$ cat src/rtl/proc_pkg.sv
// -----------------------------------------------------------------------------
// proc_pkg
// Shared definitions for the processor front end: instruction opcodes, the
// instruction-register field positions, the fetch sequencer state type and a
// small helper to pull the opcode out of an instruction word.
// -----------------------------------------------------------------------------
package proc_pkg;

    // Opcodes (instruction bits [8:6])
    localparam logic [2:0] OP_MV   = 3'b000;
    localparam logic [2:0] OP_MVI  = 3'b001;
    localparam logic [2:0] OP_ADD  = 3'b010;
    localparam logic [2:0] OP_SUB  = 3'b011;
    localparam logic [2:0] OP_HALT = 3'b111;

    // Instruction field slice positions: III XXX YYY
    localparam int OPC_HI = 8;
    localparam int OPC_LO = 6;
    localparam int X_HI   = 5;
    localparam int X_LO   = 3;
    localparam int Y_HI   = 2;
    localparam int Y_LO   = 0;

    // Fetch sequencer states; S_STEP_WAIT is only reachable in the
    // single-step build.
    typedef enum logic [3:0] {
        S_IDLE      = 4'd0,
        S_FETCH     = 4'd1,
        S_WAIT_I    = 4'd2,
        S_DECODE    = 4'd3,
        S_FETCH_IMM = 4'd4,
        S_WAIT_IMM  = 4'd5,
        S_EXEC      = 4'd6,
        S_NEXT      = 4'd7,
        S_HALT      = 4'd8,
        S_STEP_WAIT = 4'd9
    } fetch_state_e;

    // Opcode field of a 9-bit instruction word
    function automatic logic [2:0] opcode_of(input logic [8:0] instr);
        return instr[OPC_HI:OPC_LO];
    endfunction

endpackage

$ cat src/rtl/fetch_pc.sv
// -----------------------------------------------------------------------------
// fetch_pc
// Program counter for the instruction fetch sequencer. Advances by one for a
// normal instruction and by two for MVI (skipping the immediate word). All
// arithmetic wraps modulo 2^ADDR_W.
//
// Ports:
//   clock       in   system clock (rising edge)
//   resetn      in   synchronous active-low reset, clears the PC
//   adv_i       in   advance the PC this cycle
//   skip_imm_i  in   when advancing, step over an immediate word (+2)
//   pc_o        out  current PC
//   pc_plus1_o  out  PC + 1 (address of an MVI immediate), wrapped
// -----------------------------------------------------------------------------
module fetch_pc #(
    parameter int ADDR_W = 5
) (
    input  logic              clock,
    input  logic              resetn,
    input  logic              adv_i,
    input  logic              skip_imm_i,
    output logic [ADDR_W-1:0] pc_o,
    output logic [ADDR_W-1:0] pc_plus1_o
);

    logic [ADDR_W-1:0] pc_q;
    logic [ADDR_W-1:0] pc_d;

    // Next PC: hold, +1, or +2 for MVI; natural wrap of the ADDR_W-bit sum
    always_comb begin
        pc_d = pc_q;
        if (adv_i) begin
            if (skip_imm_i) begin
                pc_d = pc_q + ADDR_W'(2);
            end else begin
                pc_d = pc_q + ADDR_W'(1);
            end
        end else begin
            pc_d = pc_q;
        end
    end

    // PC register with synchronous reset
    always_ff @(posedge clock) begin
        if (!resetn) begin
            pc_q <= '0;
        end else begin
            pc_q <= pc_d;
        end
    end

    assign pc_o       = pc_q;
    assign pc_plus1_o = pc_q + ADDR_W'(1);

endmodule

$ cat src/rtl/instr_fetch.sv
// -----------------------------------------------------------------------------
// instr_fetch
// Upstream sequencer for the processor control unit. Fetches 9-bit
// instructions from a synchronous instruction memory, holds them on ir,
// pre-fetches the MVI immediate onto din, raises run until the control unit
// answers with done, then advances the PC. Opcode 111 halts the sequencer
// until reset.
//
// Build option: define INSTR_FETCH_STEP_EN to add a 'step' input; after each
// instruction the sequencer then waits for a cycle with step=1 and start=1
// before fetching the next one (one instruction per step pulse).
//
// Ports:
//   clock     in   system clock (rising edge)
//   resetn    in   synchronous active-low reset
//   start     in   level; fetch/continue while high
//   step      in   single-step advance (INSTR_FETCH_STEP_EN builds only)
//   mem_addr  out  instruction memory address
//   mem_rd    out  one-cycle read strobe per request
//   mem_q     in   read data, valid MEM_LAT cycles after mem_rd
//   done      in   one-cycle completion pulse from the control unit
//   ir        out  current instruction
//   din       out  immediate word for MVI
//   run       out  execute request to the control unit
//   pc        out  address of the instruction in ir
//   halted    out  set once a HALT instruction has been decoded
// -----------------------------------------------------------------------------
module instr_fetch
    import proc_pkg::*;
#(
    parameter int ADDR_W  = 5,
    parameter int DATA_W  = 9,
    parameter int MEM_LAT = 1
) (
    input  logic              clock,
    input  logic              resetn,
    input  logic              start,
`ifdef INSTR_FETCH_STEP_EN
    input  logic              step,
`endif
    output logic [ADDR_W-1:0] mem_addr,
    output logic              mem_rd,
    input  logic [DATA_W-1:0] mem_q,
    input  logic              done,
    output logic [8:0]        ir,
    output logic [DATA_W-1:0] din,
    output logic              run,
    output logic [ADDR_W-1:0] pc,
    output logic              halted
);

    // Index of the WAIT cycle in which read data is valid
    localparam logic [1:0] LAT_LAST = 2'(MEM_LAT - 1);

    fetch_state_e      state_q;
    logic [ADDR_W-1:0] mem_addr_q;
    logic              mem_rd_q;
    logic [8:0]        ir_q;
    logic [DATA_W-1:0] din_q;
    logic              run_q;
    logic              halted_q;
    logic [1:0]        wait_cnt_q;

    logic [ADDR_W-1:0] pc_s;
    logic [ADDR_W-1:0] pc_plus1_s;
    logic              adv_s;
    logic              skip_imm_s;

    // The PC advances on the edge that accepts done, so it already points
    // at the next instruction while the sequencer sits in NEXT. ir is
    // stable throughout EXEC, so its opcode selects the +2 step for MVI.
    assign adv_s      = (state_q == S_EXEC) && done;
    assign skip_imm_s = (opcode_of(ir_q) == OP_MVI);

    fetch_pc #(
        .ADDR_W (ADDR_W)
    ) u_pc (
        .clock      (clock),
        .resetn     (resetn),
        .adv_i      (adv_s),
        .skip_imm_i (skip_imm_s),
        .pc_o       (pc_s),
        .pc_plus1_o (pc_plus1_s)
    );

    // Fetch sequencer FSM with registered outputs. mem_rd defaults low so
    // every read strobe lasts exactly the one cycle of FETCH/FETCH_IMM.
    always_ff @(posedge clock) begin
        if (!resetn) begin
            state_q    <= S_IDLE;
            mem_addr_q <= '0;
            mem_rd_q   <= 1'b0;
            ir_q       <= 9'd0;
            din_q      <= '0;
            run_q      <= 1'b0;
            halted_q   <= 1'b0;
            wait_cnt_q <= 2'd0;
        end else begin
            mem_rd_q <= 1'b0;
            case (state_q)
                S_IDLE: begin
                    if (start) begin
                        state_q    <= S_FETCH;
                        mem_addr_q <= pc_s;
                        mem_rd_q   <= 1'b1;
                    end
                end
                S_FETCH: begin
                    state_q    <= S_WAIT_I;
                    wait_cnt_q <= 2'd0;
                end
                S_WAIT_I: begin
                    if (wait_cnt_q == LAT_LAST) begin
                        ir_q    <= mem_q[8:0];
                        state_q <= S_DECODE;
                    end else begin
                        wait_cnt_q <= wait_cnt_q + 2'd1;
                    end
                end
                S_DECODE: begin
                    case (opcode_of(ir_q))
                        OP_HALT: begin
                            state_q  <= S_HALT;
                            halted_q <= 1'b1;
                        end
                        OP_MVI: begin
                            state_q    <= S_FETCH_IMM;
                            mem_addr_q <= pc_plus1_s;
                            mem_rd_q   <= 1'b1;
                        end
                        default: begin
                            state_q <= S_EXEC;
                            run_q   <= 1'b1;
                        end
                    endcase
                end
                S_FETCH_IMM: begin
                    state_q    <= S_WAIT_IMM;
                    wait_cnt_q <= 2'd0;
                end
                S_WAIT_IMM: begin
                    if (wait_cnt_q == LAT_LAST) begin
                        din_q   <= mem_q;
                        state_q <= S_EXEC;
                        run_q   <= 1'b1;
                    end else begin
                        wait_cnt_q <= wait_cnt_q + 2'd1;
                    end
                end
                S_EXEC: begin
                    if (done) begin
                        run_q   <= 1'b0;
                        state_q <= S_NEXT;
                    end
                end
                S_NEXT: begin
                    if (start) begin
`ifdef INSTR_FETCH_STEP_EN
                        state_q <= S_STEP_WAIT;
`else
                        state_q    <= S_FETCH;
                        mem_addr_q <= pc_s;
                        mem_rd_q   <= 1'b1;
`endif
                    end else begin
                        state_q <= S_IDLE;
                    end
                end
`ifdef INSTR_FETCH_STEP_EN
                S_STEP_WAIT: begin
                    if (step && start) begin
                        state_q    <= S_FETCH;
                        mem_addr_q <= pc_s;
                        mem_rd_q   <= 1'b1;
                    end
                end
`endif
                S_HALT: begin
                    // Only reset leaves HALT
                    run_q    <= 1'b0;
                    halted_q <= 1'b1;
                end
                default: begin
                    state_q <= S_IDLE;
                    run_q   <= 1'b0;
                end
            endcase
        end
    end

    assign mem_addr = mem_addr_q;
    assign mem_rd   = mem_rd_q;
    assign ir       = ir_q;
    assign din      = din_q;
    assign run      = run_q;
    assign pc       = pc_s;
    assign halted   = halted_q;

endmodule

$ cat config.mk
export PLATFORM = sky130hd
export DESIGN_NAME = instr_fetch
export DESIGN_NICKNAME = d
export VERILOG_FILES = /design/src/rtl/proc_pkg.sv /design/src/rtl/fetch_pc.sv /design/src/rtl/instr_fetch.sv
export SDC_FILE = /design/constraint.sdc
export NUM_CORES = 1
export LEC_CHECK = 0
export BUFFER_PORTS_ARGS = -buffer_cell sky130_fd_sc_hd__buf_2
export CORE_UTILIZATION = 30
export CTS_CLUSTER_SIZE = 25
export DETAILED_ROUTE_END_ITERATION = 8
export SLEW_MARGIN = 30
export SYNTH_ARGS = -nofsm -noshare
export SYNTH_HDL_FRONTEND = slang
export SYNTH_SLANG_ARGS = --single-unit
$ cat constraint.sdc
create_clock -name clock -period 2.1 [get_ports clock]
set_input_delay 0.315 -clock clock [delete_from_list [all_inputs] [get_ports clock]]
set_output_delay 0.315 -clock clock [all_outputs]
set_load 0.01 [all_outputs]
# Word level (Yosys, flattened, before mapping)
# Cells that the tools add are included.
[classes]
muxes = 22
n_reduce_logical = 18
addsub = 3
n_bitwise = 2
eq_ne = 19
[ops]
columns = ["op", "count"]
rows = [
  ["$pmux W4 S9", 1],
  ["$eq A4 B3 Y1 const B", 4],
  ["$mux W4", 4],
  ["$ne A2 B2 Y1 const B", 8],
  ["$mux W5", 3],
  ["$pmux W5 S2", 1],
  ["$eq A4 B2 Y1 const B", 2],
  ["$pmux W4 S2", 1],
  ["$reduce_and A2 Y1", 4],
  ["$reduce_or A2 Y1", 4],
  ["$mux W1", 7],
  ["$reduce_bool A2 Y1", 3],
  ["$add A5 B1 Y5 const B", 1],
  ["$add A5 B2 Y5 const B", 1],
  ["$reduce_and A5 Y1", 1],
  ["$reduce_or A5 Y1", 1],
  ["$eq A4 B1 Y1 const B", 1],
  ["$eq A4 B4 Y1 const B", 1],
  ["$logic_not A4 Y1", 1],
  ["$pmux W1 S2", 2],
  ["$pmux W1 S4", 1],
  ["$pmux W2 S2", 1],
  ["$reduce_and A4 Y1", 1],
  ["$eq A3 B1 Y1 const B", 1],
  ["other kinds (8)", 9],
]
[word_totals]
input_bits = 13
wordCells = 73
register_bits = 37
out_inout_bits = 31

# Longest topological paths before layout
# Gate-level depths: netlist of the first run.
[logic_depth]
ltp_word = 4
ltp_mapped = 6

# By module
# Synthesis of the first run repeated with hierarchy kept, for this count alone.
[hier_totals]
cells_unflattened = 223
hier_area_um2 = 1994.4
[by_module_without_submodules]
columns = ["mod", "cells_each", "area_per_inst_um2", "instances"]
rows = [
  ["instr_fetch", 190, 1687.9, 1],
  ["fetch_pc", 33, 306.5, 1],
]

# Least setup slack after synthesis of the first run
# OpenSTA, ideal clock, no wires.
[synth_timing]
path_kind = "reg2reg"
from = "register ir_q[6] (netlist: ir[6])"
to = "register u_pc.pc_q[4] (netlist: u_pc.pc_o[4])"
arrival_ns = 1.642
period_less_slack_ns = 1.712
stages_incl_launch_ff = 6
path_slack_ns = 0.388
path_cell_list = "dfxtp_1 > or3b_1 > buf_6 > mux2i_1 > or4_1 > a21oi_1"
[synth_via]
elab_chain_cells = 2
[synth_lines]
columns = ["item", "line", "rtl"]
rows = [
  ["from (decl)", "instr_fetch.sv:58", "logic [8:0] ir_q;"],
  ["from (signal assigned)", "instr_fetch.sv:114", "ir_q <= mem_q[8:0];"],
  ["$eq A3 B1 Y1", "instr_fetch.sv:73", "assign skip_imm_s = (opcode_of(ir_q) == OP_MVI);"],
  ["$mux W5", "fetch_pc.sv:33", "if (skip_imm_i) begin"],
  ["to (signal assigned)", "fetch_pc.sv:48", "pc_q <= pc_d;"],
  ["to (decl)", "fetch_pc.sv:26", "logic [ADDR_W-1:0] pc_q;"],
]
# Every way passes these cells.
# A chain may end at the register's enable or synchronous reset.

# Final worst setup path of the first run
[layout_timing]
from = "register state_q[1]"
to = "register u_pc.pc_q[4] (netlist: u_pc.pc_o[4])"
[layout_via]
elab_chain_cells = 2
[layout_lines]
columns = ["item", "line", "rtl"]
rows = [
  ["from (decl)", "instr_fetch.sv:55", "fetch_state_e state_q;"],
  ["from (signal assigned)", "instr_fetch.sv:90", "state_q <= S_IDLE;"],
  ["from (signal assigned)", "instr_fetch.sv:103", "state_q <= S_FETCH;"],
  ["from (signal assigned)", "instr_fetch.sv:109", "state_q <= S_WAIT_I;"],
  ["$eq A4 B3 Y1", "instr_fetch.sv:72", "assign adv_s = (state_q == S_EXEC) && done;"],
  ["$logic_and A1 B1 Y1", "instr_fetch.sv:72", ""],
]
# Every way passes these cells.

==> results.md, run 1 <==
- Synth warnings: 0
- Post-Synthesis Net Count: 213
- Unique masters post-synth: 49
- Vias in the first global route: 1462
- Crit path launch type: flop
- IO Pins: 44
- Synth top area share: 40.1%
- Leak: 0.928 nW
- Required time worst endpoint: 2.32 ns
- Post-route ant nets: 0
- CTS Hold Bufs: 0
- Fin area: 2190 um2
- Final Critical Period: 1.84 ns
- Number of inserted diodes: 0
- Least-Margin Pin Slew: approximately 0.61 ns
- Chip Width: roughly 80 um
- Worst hold path type: input port to flop
- Commonest non-fill, non-tap cell in the layout: buf_2
- FP Rows: 28
- Post-CTS Resized: 0
- Relative slew slack: 59.5%
- Fin Setup TNS: 0 ns
- WS Path Type: flop to flop
- Period Utilization, post-route: ~87%
- DR pass1 iterations: 4
- Post-DR wirelength/cell: approximately 13 um
- Die H: 80.4 um
- IO buf count: 43
- DP HPWL: between 2000 and 3000 um
- Final hold violations: 0
- Post-Synthesis Cells: 197
- Critical Path Start: state_q[1]
- Worst setup EP type: flop
- CTS max path bufs: 2
- Post-Route WL: ~4100 um
- CTS H-tree lvls: 2
- Clock-pin slew on the worst setup and hold paths: roughly 0.080 ns
- Fmax: roughly 540 MHz
- Max-cap violations: 0
- Slowest-stage cell, CP: dfxtp_1
- Largest net degree at the start of global routing: 33
- Clk_skew: 0.00762 ns
- R2r startpoint: state_q[1]
- Post-CTS setup buffer count: 0
- Synthesis-stage register bit count: 37
- Pre-CTS setup slack: 0.305 ns
- Nets: 257
- Setup ws final: 0.263 ns
- Min-delay src: mem_q[2]
- Iter 0 DRT Violations: 76
- Worst path arrival time: 2.06 ns
- Dominant cell type by area after synthesis: dfxtp_1
- Synthesized cell area: 1850 um2
- Largest delay share family, worst path: simple AND/OR/NAND/NOR gates
- GP Congestion: 0.748
- Core area: 5920 um2
- Die area: between 6000 and 7000 um2
- Number of buffers created by CTS: 5
- Highest cell delay on the worst timing path: 0.71 ns
- # DRC: 0
- Ratio of cells with drive above 1 in the final layout: 26.9%
- Via count: 1533
- Root buf cell: clkbuf_8
- RSZ-0062 raised after global routing: false
- Worst-Skew Late Latency: roughly 0.29 ns
- Clock sink total: 37
- Initial core utilization: 31.2%
- Pwr dens: 659 nW/um2
- Area Growth Syn to Fin: 18.7%
- Most used DFF post-synth: dfxtp_1
- Most frequent cells in the layout: buf_2 (43), dfxtp_1 (37), nor2_1 (30), mux2i_1 (21), a21oi_1 (13)
- Max-slew violations: 0
- GRT Residual Overflow: 0
- Worst Path Max Fanout: 22
- CTS tree: built
- Status: finished, final reports clean
- Post-DP Area: 2100 um2
- Pwr Total: 1.44 mW
- Seq/Total Area, Yosys: 40.1%
- Final setup fails: 0
- Asr flop ratio synth: 0%
- Vias per std cell: 4.84
- GRT Overall Usage: a little over an eighth
- Post-synth EDFFs: 0
- Maximum VDD drop: a little over 0.3 mV
- First-pass GRT wire length: approximately 7000 um
- Syn avg cell area: 9.37 um2
- Cell Chain, Critical Path: and2b_1 > nand2_4 > or4_1 > a21oi_1
- Synth area leaders: dfxtp_1 (40%), mux2i_1 (11%), nor2_1 (6.1%)
- Buffers & Inverters on Critical Path: 0
- Initial antenna violation count: 0
## cells in the mapped netlist (4+ instances only)
cell type and n:
nand2_1 6, nor2_1 30, a21oi_1 13, o21ai_0 6
inv_1 5, buf_2 4, nand4_1 4, dfxtp_1 37
mux2i_1 21, nor3_1 4, nor3b_1 4
## layer usage
layer | vias up | track usage [%] | wire length [um]
li1 | 795 | - | -
met1 | 690 | 17.8 | 1970
met2 | 46 | 20.7 | 1740
met3 | 2 | 5.91 | 331
met4 | 0 | 2.68 | 17
met5 | - | 0 | 0
## metrics by stage
| step | hold slack, ns | util [%] | cells |
|---|---|---|---|
| floorplan | 0.432 | - | 197 |
| global placement | 0.444 | 35.5 | 309 |
| detailed placement | 0.450 | 35.5 | 309 |
| CTS | 0.268 | 37.0 | 317 |
| global route | 0.270 | 37.0 | 317 |
| finish | 0.274 | 37.0 | 317 |
## logic make-up after synthesis
kind of cell | share of synthesized area (%)
AND/OR/NAND/NOR | 22.6
AO/OA/AOI/OAI | 15.3
flip-flops | 40.1
multiplexers | 11.4
buffers and inverters | 6.17
XOR/XNOR | 2.37
adder cells (fa/ha/maj) | 2.03
## sequential cells by signal (all words and copies together) (netlist names)
register	count
din	9
halted	1
ir	9
mem_addr	5
mem_rd	1
run	1
state_q	4
u_pc.pc_o	5
wait_cnt_q	2
## worst reg2reg max path: cells and delay by family (launching register included)
family / cells / cell delay [ns]
simple gates: 3 / 0.91
flops: 1 / 0.71
compound gates: 1 / 0.15
## report_power, final
| group | switching [mW] | internal (mW) | total, mW |
|---|---|---|---|
| registers | 0.0333 | 0.728 | 0.761 |
| logic | 0.103 | 0.0927 | 0.196 |
| clock network | 0.258 | 0.229 | 0.487 |
## final cells by class
cell class	instances	area (um2)
timing repair buffer	49	260
fill	612	3730
clock inverter	3	17.5
sequential	37	741
multi-input combinational	143	991
inverter	5	18.8
clock buffer	5	68.8
tap	75	93.8
## final timing paths
path,end,slack [ns],depth (start not counted)
setup / recovery,u_pc.pc_o[4],0.26,4
hold / removal,din[2],0.27,3
setup reg to reg,u_pc.pc_o[4],0.26,4
hold reg to reg,halted,0.46,1
No activity file was read; power rests on OpenSTA's default activity.
==> run 2, diff against run 1 <==
Settings changed: BUFFER_PORTS_ARGS -buffer_cell sky130_fd_sc_hd__buf_2 to -buffer_cell sky130_fd_sc_hd__clkbuf_2, CORE_UTILIZATION 30 to 53, PLACE_DENSITY_LB_ADDON set to 0.1.
==> results.md, run 2 (synthesis gave the netlist of run 1 again) <==
- Area Growth Syn to Fin: 15.5%
- Highest cell delay on the worst timing path: 0.78 ns (+0.07 ns)
- Clk_skew: 0.00643 ns (-0.00119 ns)
- Die area: 3720 um2 (-42%)
- Vias in the first global route: 1518 (+3.8%)
- Iter 0 DRT Violations: 99 (+30%)
- R2r startpoint: state_q[0]
- Chip Width: 61.0 um (-24%)
- Post-DR wirelength/cell: 13.8 um (+7.7%)
- RSZ-0062 raised after global routing: false
- FP Rows: 21 (-25%)
- Root buf cell: clkbuf_4
- Filler cells: 322 (-47%)
- Initial antenna violation count: 0 (unchanged)
- Critical Path Start: state_q[0]
- Number of buffers created by CTS: 5 (unchanged)
- Fin Setup TNS: 0 ns (unchanged)
- Largest net degree at the start of global routing: 33 (unchanged)
- Fmax: 527 MHz (-3.2%)
- Clock sink total: 37 (unchanged)
- GRT Residual Overflow: 0 (unchanged)
- Core area: 3340 um2 (-44%)
- Ratio of cells with drive above 1 in the final layout: 26.9% (unchanged)
- Post-route ant nets: 0 (unchanged)
- CTS max path bufs: 2 (unchanged)
- Max-cap violations: 0 (unchanged)
- GP Congestion: 0.868 (+16%)
- Leak: 0.892 nW (-3.9%)
- DP HPWL: 2930 um (+1.9%)
- Post-Route WL: 3970 um (-2.2%)
- Cell Chain, Critical Path: nand3b_1 > o211ai_4 > o311ai_1 > o221a_1
- Status: finished, final reports clean
- Final hold violations: 0 (unchanged)
- Clock-pin slew on the worst setup and hold paths: 0.12 ns (+0.04 ns)
- IO buf count: 43 (unchanged)
- Final Critical Period: 1.90 ns (+0.0606 ns)
- Period Utilization, post-route: 90.4% (+2.9 points)
- Worst setup EP type: flop
- Least-Margin Pin Slew: 0.680 ns (+0.0733 ns)
- R2r setup slk: 0.20 ns (-0.06 ns)
- Via count: 1587 (+3.5%)
- Post-CTS setup buffer count: 0 (unchanged)
- Worst r2r path cells: 4 (unchanged)
- Worst path arrival time: 2.14 ns (+0.08 ns)
- Worst Path Max Fanout: 22 (unchanged)
- CTS Hold Bufs: 0 (unchanged)
- Die H: 61.0 um (-24%)
- First-pass GRT wire length: 6410 um (-6.4%)
- Worst-Skew Late Latency: 0.35 ns (+0.06 ns)
- Most frequent cells in the layout: clkbuf_2 (43), dfxtp_1 (37), nor2_1 (30), mux2i_1 (21), a21oi_1 (13)
- Commonest non-fill, non-tap cell in the layout: clkbuf_2
- GRT Overall Usage: 23.2% (+9.6 points)
- # DRC: 0 (unchanged)
- Worst Setup EP: mem_addr[4]
- Initial core utilization: 55.3% (+24 points)
- Relative slew slack: 54.6% (-4.9 points)
- CTS H-tree lvls: 2 (unchanged)
- IO Pins: 44 (unchanged)
- Placed Cells: 280 (-9.4%)
- WS Path Type: flop to flop
- Vias per std cell: 5.51 (+14%)
- Maximum VDD drop: 0.419 mV (+37%)
- Pwr dens: 637 nW/um2 (-3.3%)
- Final setup fails: 0 (unchanged)
- CTS tree: built
- Nets: 257 (unchanged)
- Post-CTS Resized: 0 (unchanged)
- Max-slew violations: 0 (unchanged)
- Worst hold path type: input port to flop
- Slowest-stage cell, CP: dfxtp_1
- Final cell count without fillers: 288 (-9.1%)
- Required time worst endpoint: 2.35 ns (+0.03 ns)
- Number of inserted diodes: 0 (unchanged)
- DR pass1 iterations: 4 (unchanged)
- Crit path launch type: flop
- Reg2Reg Capture Point: mem_addr[4]
run 2: cell types whose count changed in the layout (fill, tap and decap cells not counted), sizes merged:
cell	previous run	this run
inv	5	6
buf	49	6
clkbuf	5	48
clkinv	2	1
run 2: metrics by stage:
stage,setup slack [ns],hold slack [ns],area [um2],util (%),power [mW]
2_1_floorplan,0.388,0.432,1850,-,0.918
3_3_place_gp,0.348,0.453,2070,62.0,0.968
3_5_place_dp,0.291,0.462,2070,62.0,0.975
4_1_cts,0.248,0.206,2130,63.9,1.37
5_1_grt,0.0823,0.213,2130,63.9,1.43
6_report,0.202,0.211,2130,63.9,1.36
run 2: worst max-delay path: cells and delay by family, from the launching register on:
family | cells | cell delay (ns)
flip-flops | 1 | 0.78
AO/OA/AOI/OAI | 3 | 0.66
AND/OR/NAND/NOR | 1 | 0.36
run 2: how the worst min path moves through the flow:
stage               startpoint      to  cells past startpoint
finish                mem_q[3]  din[3]                      3
global route          mem_q[5]   ir[5]                      3
CTS                   mem_q[3]  din[3]                      3
detailed placement      halted  halted                      1
global placement        halted  halted                      1
floorplan               resetn  halted                      1
run 2: report_power, final:
| group | internal [mW] | switching [mW] |
|---|---|---|
| Sequential | 0.729 | 0.0345 |
| Clock | 0.136 | 0.261 |
| Combinational | 0.0923 | 0.106 |
run 2: final cells by class:
cell class	count	area (um2)	area share, %
Timing Repair Buffer	49	260	12.2
Sequential cell	37	741	34.8
Multi-Input combinational cell	143	991	46.5
Clock inverter	3	25.0	1.17
Clock buffer	5	37.5	1.76
Inverter	5	18.8	0.881
Tap cell	46	57.6	2.70
run 2: layer usage:
layer,GRT usage (%),part of all wire (%)
met3,4.62,3.0
met4,9.42,1.1
met2,40.5,50
met5,0,0
met1,28.1,46
